`src/rtl/touch_voice_pkg.sv`:
```
// Shared helpers for the touch voice allocator: index widths, age-rank reset
// values and a lowest-set-bit search.
package touch_voice_pkg;

  localparam int LSI_MAX_W = 64;

  // Width of an index or age rank over n items, never below one bit.
  function automatic int idx_w(input int n);
    return (n > 1) ? $clog2(n) : 1;
  endfunction

  // After reset each voice's age rank equals its own index.
  function automatic int age_rank_reset(input int voice);
    return voice;
  endfunction

  // Returns -1 when no bit is set.
  function automatic int lowest_set(input logic [LSI_MAX_W-1:0] vec);
    int pos;
    pos = -1;
    for (int i = LSI_MAX_W - 1; i >= 0; i--) begin
      if (vec[i]) pos = i;
    end
    return pos;
  endfunction

endpackage

```
`src/rtl/lowest_set_idx.sv`:
```
// Priority encoder: index of the lowest set bit of vec, plus a found flag.
// Supports widths up to touch_voice_pkg::LSI_MAX_W.
module lowest_set_idx
  import touch_voice_pkg::*;
#(
  parameter int W = 8,
  localparam int IW = idx_w(W)
) (
  input  logic [W-1:0]  vec,
  output logic [IW-1:0] idx,
  output logic          found
);

  int pos;

  always_comb begin
    pos   = lowest_set(LSI_MAX_W'(vec));
    found = (pos >= 0);
    idx   = found ? IW'(pos) : '0;
  end

endmodule

```
`src/rtl/touch_voice_allocator.sv`:
```
// Polyphonic voice allocator: press/release edge tracking, pending buffering,
// one allocation per cycle. Define VOICE_ALLOC_STEAL_EN to steal the oldest voice.
module touch_voice_allocator
  import touch_voice_pkg::*;
#(
  parameter int NUM_KEYS   = 24,
  parameter int NUM_VOICES = 4,
  localparam int KEY_W     = $clog2(NUM_KEYS)
) (
  input  logic                        clk_in,
  input  logic                        rst_in,
  input  logic [NUM_KEYS-1:0]         touch_status_in,
  output logic [NUM_VOICES-1:0]       voice_gate_out,
  output logic [NUM_VOICES-1:0]       voice_trigger_out,
  output logic [NUM_VOICES*KEY_W-1:0] voice_key_out,
  output logic [KEY_W-1:0]            last_key_out,
  output logic                        pending_out
);

  localparam int VW = idx_w(NUM_VOICES);

  logic [NUM_KEYS-1:0]   touch_q, pending_q, pending_d;
  logic [NUM_KEYS-1:0]   press, rel, cand_vec;
  logic [NUM_VOICES-1:0] gate_q, gate_d, trig_q, trig_d, gate_rel, free_vec;
  logic [KEY_W-1:0]      key_q [NUM_VOICES];
  logic [KEY_W-1:0]      key_d [NUM_VOICES];
  logic [VW-1:0]         age_q [NUM_VOICES];
  logic [VW-1:0]         age_d [NUM_VOICES];
  logic [KEY_W-1:0]      last_q, last_d, cand_idx;
  logic [VW-1:0]         free_idx, target;
  logic                  cand_found, free_found, do_alloc;

  assign press    = touch_status_in & ~touch_q;
  assign rel      = ~touch_status_in & touch_q;
  // Pending keys released this cycle drop out because they are no longer touched.
  assign cand_vec = (pending_q | press) & touch_status_in;

  // Releases are applied before allocation so a freed voice is usable this cycle.
  always_comb begin
    gate_rel = gate_q;
    for (int v = 0; v < NUM_VOICES; v++) begin
      if (rel[key_q[v]]) gate_rel[v] = 1'b0;
    end
  end

  assign free_vec = ~gate_rel;

  lowest_set_idx #(.W(NUM_KEYS)) u_key_pick (
    .vec   (cand_vec),
    .idx   (cand_idx),
    .found (cand_found)
  );

  lowest_set_idx #(.W(NUM_VOICES)) u_voice_pick (
    .vec   (free_vec),
    .idx   (free_idx),
    .found (free_found)
  );

`ifdef VOICE_ALLOC_STEAL_EN
  logic [VW-1:0] oldest_idx;

  always_comb begin
    oldest_idx = '0;
    for (int v = 0; v < NUM_VOICES; v++) begin
      if (age_q[v] == VW'(NUM_VOICES - 1)) oldest_idx = VW'(v);
    end
  end

  assign do_alloc = cand_found;
  assign target   = free_found ? free_idx : oldest_idx;
`else
  assign do_alloc = cand_found & free_found;
  assign target   = free_idx;
`endif

  always_comb begin
    pending_d = cand_vec;
    gate_d    = gate_rel;
    trig_d    = '0;
    last_d    = last_q;
    for (int v = 0; v < NUM_VOICES; v++) begin
      key_d[v] = key_q[v];
      age_d[v] = age_q[v];
    end
    if (do_alloc) begin
      pending_d[cand_idx] = 1'b0;
      last_d              = cand_idx;
      for (int v = 0; v < NUM_VOICES; v++) begin
        if (VW'(v) == target) begin
          gate_d[v] = 1'b1;
          trig_d[v] = 1'b1;
          key_d[v]  = cand_idx;
          age_d[v]  = '0;
        end else if (age_q[v] < age_q[target]) begin
          age_d[v] = age_q[v] + 1'b1;
        end
      end
    end
  end

  always_ff @(posedge clk_in or posedge rst_in) begin
    if (rst_in) begin
      touch_q   <= '0;
      pending_q <= '0;
      gate_q    <= '0;
      trig_q    <= '0;
      last_q    <= '0;
      for (int v = 0; v < NUM_VOICES; v++) begin
        key_q[v] <= '0;
        age_q[v] <= VW'(age_rank_reset(v));
      end
    end else begin
      touch_q   <= touch_status_in;
      pending_q <= pending_d;
      gate_q    <= gate_d;
      trig_q    <= trig_d;
      last_q    <= last_d;
      for (int v = 0; v < NUM_VOICES; v++) begin
        key_q[v] <= key_d[v];
        age_q[v] <= age_d[v];
      end
    end
  end

  for (genvar v = 0; v < NUM_VOICES; v++) begin : g_key_out
    assign voice_key_out[v*KEY_W +: KEY_W] = key_q[v];
  end

  assign voice_gate_out    = gate_q;
  assign voice_trigger_out = trig_q;
  assign last_key_out      = last_q;
  assign pending_out       = |pending_q;

endmodule
```
`config.mk`:
```
export PLATFORM = sky130hd
export DESIGN_NAME = touch_voice_allocator
export DESIGN_NICKNAME = d
export VERILOG_FILES = /design/src/rtl/touch_voice_pkg.sv /design/src/rtl/lowest_set_idx.sv /design/src/rtl/touch_voice_allocator.sv
export SDC_FILE = /design/constraint.sdc
export NUM_CORES = 1
export LEC_CHECK = 0
export ABC_CLOCK_PERIOD_IN_PS = 2600
export CAP_MARGIN = 10
export CORE_MARGIN = 3
export CORE_UTILIZATION = 52
export CTS_BUF_LIST = sky130_fd_sc_hd__clkbuf_2
export DETAILED_ROUTE_END_ITERATION = 10
export MAX_ROUTING_LAYER = met4
export PLACE_DENSITY = 0.81
export SYNTH_ARGS = -nofsm -noshare
export SYNTH_HDL_FRONTEND = slang
export SYNTH_SLANG_ARGS = --single-unit
```
`constraint.sdc`:
```
create_clock -name clk_in -period 2.6 [get_ports clk_in]
set_clock_uncertainty 0.2 [all_clocks]
set_input_delay 0.39 -clock clk_in [delete_from_list [all_inputs] [get_ports clk_in]]
set_output_delay 0.39 -clock clk_in [all_outputs]
set_load 0.02 [all_outputs]
```
==> run metrics <==
core area=8300 sq um; Final Setup Violations=49; nets=632; gr usage total=33.0%; # fillers=462; layout cells sized above 1=46.4%; initial antenna violation count=0; cts bufs inserted=9; first-pass GRT wire length=23.8 mm; final setup margin=-0.222 ns; number of synthesized flops with an enable pin=0; H-tree depth=3; detail-routed via count per cell=6.18; Reg2Reg Setup Slack=-0.22 ns; number of placed I/O pins=60; num rows=33; number of port buffers=59; ANT nets after route=0; Synth Flop Type=dfrtp_1; Final Cycle Share=109%; n_diodes=0; Reg clk slew, reported paths=0.23 ns; Yosys top cell area share=45.2%; final wirelength=15.8 mm; total grt overflow=0; root buffer cell=clkbuf_2; area delta synth->final=54.1%; Via Count=4418; Seq/Total Area, Yosys=45.2%; die area=9770 sq um; dpl hpwl=11.2 mm; vias in the first global route=4493; async set-reset flop share out of synthesis=100%; synthesis-stage register bit count=81; crit path kind=flop to flop; Yosys warning count=0; count leader, synth=dfrtp_1; Crit Path Max Fanout=5; LEAKAGE=3.06 nW; final hold violation count=0; max cap viols=0; starting density of the core=54.0%; setup TNS=-6.18 ns; Reg area=2030 sq um; Die H=98.8 um; Sink Count=81; crit end category=flop; dpl cells=676; multi-input logic area=2740 sq um; slew margin rel.=71.3%; post-layout min period=2.82 ns; VDD IR-drop max=0.537 mV; CTS tree=built; Remaining DRCs=0; dpl ws=-0.884 ns; Worst EP required=2.86 ns; most instantiated cells after synthesis=dfrtp_1 (81), nand2_1 (46), nand2b_1 (40); largest net degree at the start of global routing=32; failing checks=setup timing; cell accounting for the most synthesized area=dfrtp_1; unrepaired setup endpoints after global routing=yes; drt wl/cell=22.0 um; clk_lat worst skew=0.54 ns; CTS max path bufs=2; Finished Core Util=83.2%; max-slew violation total from the final report=0; Mapped Cells=405; worst path arrival time=3.08 ns; Netlist cell types=65; post-route insts no fill=715; die width=98.8 um; Syn Nets=431; drt pass-1 iters=7; RD Place Congestion=0.930; worst-margin pin slew=0.429 ns; fmax=354 MHz; status=finished with violations; Worst Setup Start Kind=flop; Iteration-0 DRC Markers=240; Tightest Hold Check Type=input pin to flop; Pwr Total=6.53 mW; mean post-synth cell area=11.1 sq um; Area contributors post-synth=dfrtp_1 (45%), mux4_2 (8.0%), nand2b_1 (5.6%), nand2_1 (3.9%), a21oi_1 (2.3%); Cell Area, Synth=4480 sq um; power per cell area=945 nW/um^2
==> final cells by class <==
class	instances	share of cell area [%]
clock buffer	10	0.725
clock inverter	5	1.52
inverter	19	1.16
multi-input combinational	292	39.7
sequential	81	29.5
tap	105	1.90
timing repair buffer	203	25.5
==> final timing paths <==
kind | cells after the start | endpoint | from
hold reg to reg | 1 | last_key_out[0] | last_key_out[0]
setup reg to reg | 9 | voice_key_out[11] | touch_q[15]
setup / recovery | 9 | voice_key_out[11] | touch_q[15]
max in group asynchronous | 4 | voice_key_out[0] | rst_in
min in group asynchronous | 3 | voice_key_out[12] | rst_in
hold / removal | 3 | pending_q[15] | touch_status_in[15]
==> kinds of logic (layout without fill, tap and decap cells) <==
logic type / Yosys count / in the layout / share of synthesized area (%)
buffers and inverters: 32 / 237 / 3.46
AOI/OAI and AO/OA: 88 / 88 / 14.7
muxes: 44 / 44 / 15.4
and+or+nand+nor: 160 / 160 / 21.2
DFF: 81 / 81 / 45.2
==> worst max-delay path, stage by stage, from the launching register on <==
cell      delay (ns)
dfrtp_1         0.44
and2b_2         0.24
mux4_2          0.46
nand4b_1        0.12
and3_4          0.20
o311ai_4        0.12
buf_4           0.17
nor3b_4         0.18
nor2b_4         0.29
mux2_4          0.33
==> power by group <==
group	switching, mW	internal (mW)	total (mW)
combinational	1.68	2.09	3.77
sequential	0.357	1.52	1.87
clock	0.470	0.412	0.881
==> cells in the final DEF, fill, tap and decap left out, drive strengths merged, types with 2 or more instances in the layout <==
master | Yosys | layout
buf | 9 | 143
dfrtp | 81 | 81
clkdlybuf4s50 | 0 | 57
nand2 | 46 | 46
nand2b | 44 | 44
a21oi | 21 | 21
mux2 | 18 | 18
inv | 19 | 18
mux4 | 16 | 16
nor2b | 12 | 12
nor2 | 11 | 11
a22oi | 11 | 11
clkbuf | 4 | 10
mux2i | 10 | 10
nand3 | 10 | 10
a31oi | 10 | 10
and2 | 8 | 8
nor4 | 7 | 7
o2111ai | 6 | 6
a22o | 5 | 5
o21ai | 5 | 5
and3 | 4 | 4
a21boi | 4 | 4
a41oi | 3 | 3
clkinvlp | 0 | 3
bufinv | 0 | 3
and2b | 3 | 3
o41ai | 3 | 3
o311a | 3 | 3
nor3 | 3 | 3
nand3b | 2 | 2
or3 | 2 | 2
dlygate4sd3 | 0 | 2
nand4 | 2 | 2
o311ai | 2 | 2
a221oi | 2 | 2
==> metrics by stage <==
step	cell area (sq um)	hold WS [ns]
after floorplan	4640	0.221
after global placement	6190	0.264
after detailed placement	6190	0.276
after CTS	6650	0.0468
after global routing	6900	0.0551
final	6900	0.0655
==> registers in the layout, summed over array words and instances (netlist names) <==
| name | flops |
|---|---|
| voice_key_out | 20 |
| voice_trigger_out | 4 |
| touch_q | 24 |
| voice_gate_out | 4 |
| last_key_out | 5 |
| pending_q | 24 |
==> metal layers <==
metal | GRT usage, % | share of wire (%)
met5 | - | 0
met4 | 13.8 | 3.3
met3 | 5.59 | 7.5
met2 | 52.4 | 50
met1 | 42.0 | 39
==> what timing repair did <==
item,in CTS,in global routing
gates resized for setup,44,40
pin swaps,12,18
endpoints found under the setup margin,51,54
hold buffers,2,0
setup buffers,13,9
endpoints found under the hold margin,13,0
Note: power is estimated with default switching activity, not from simulation.
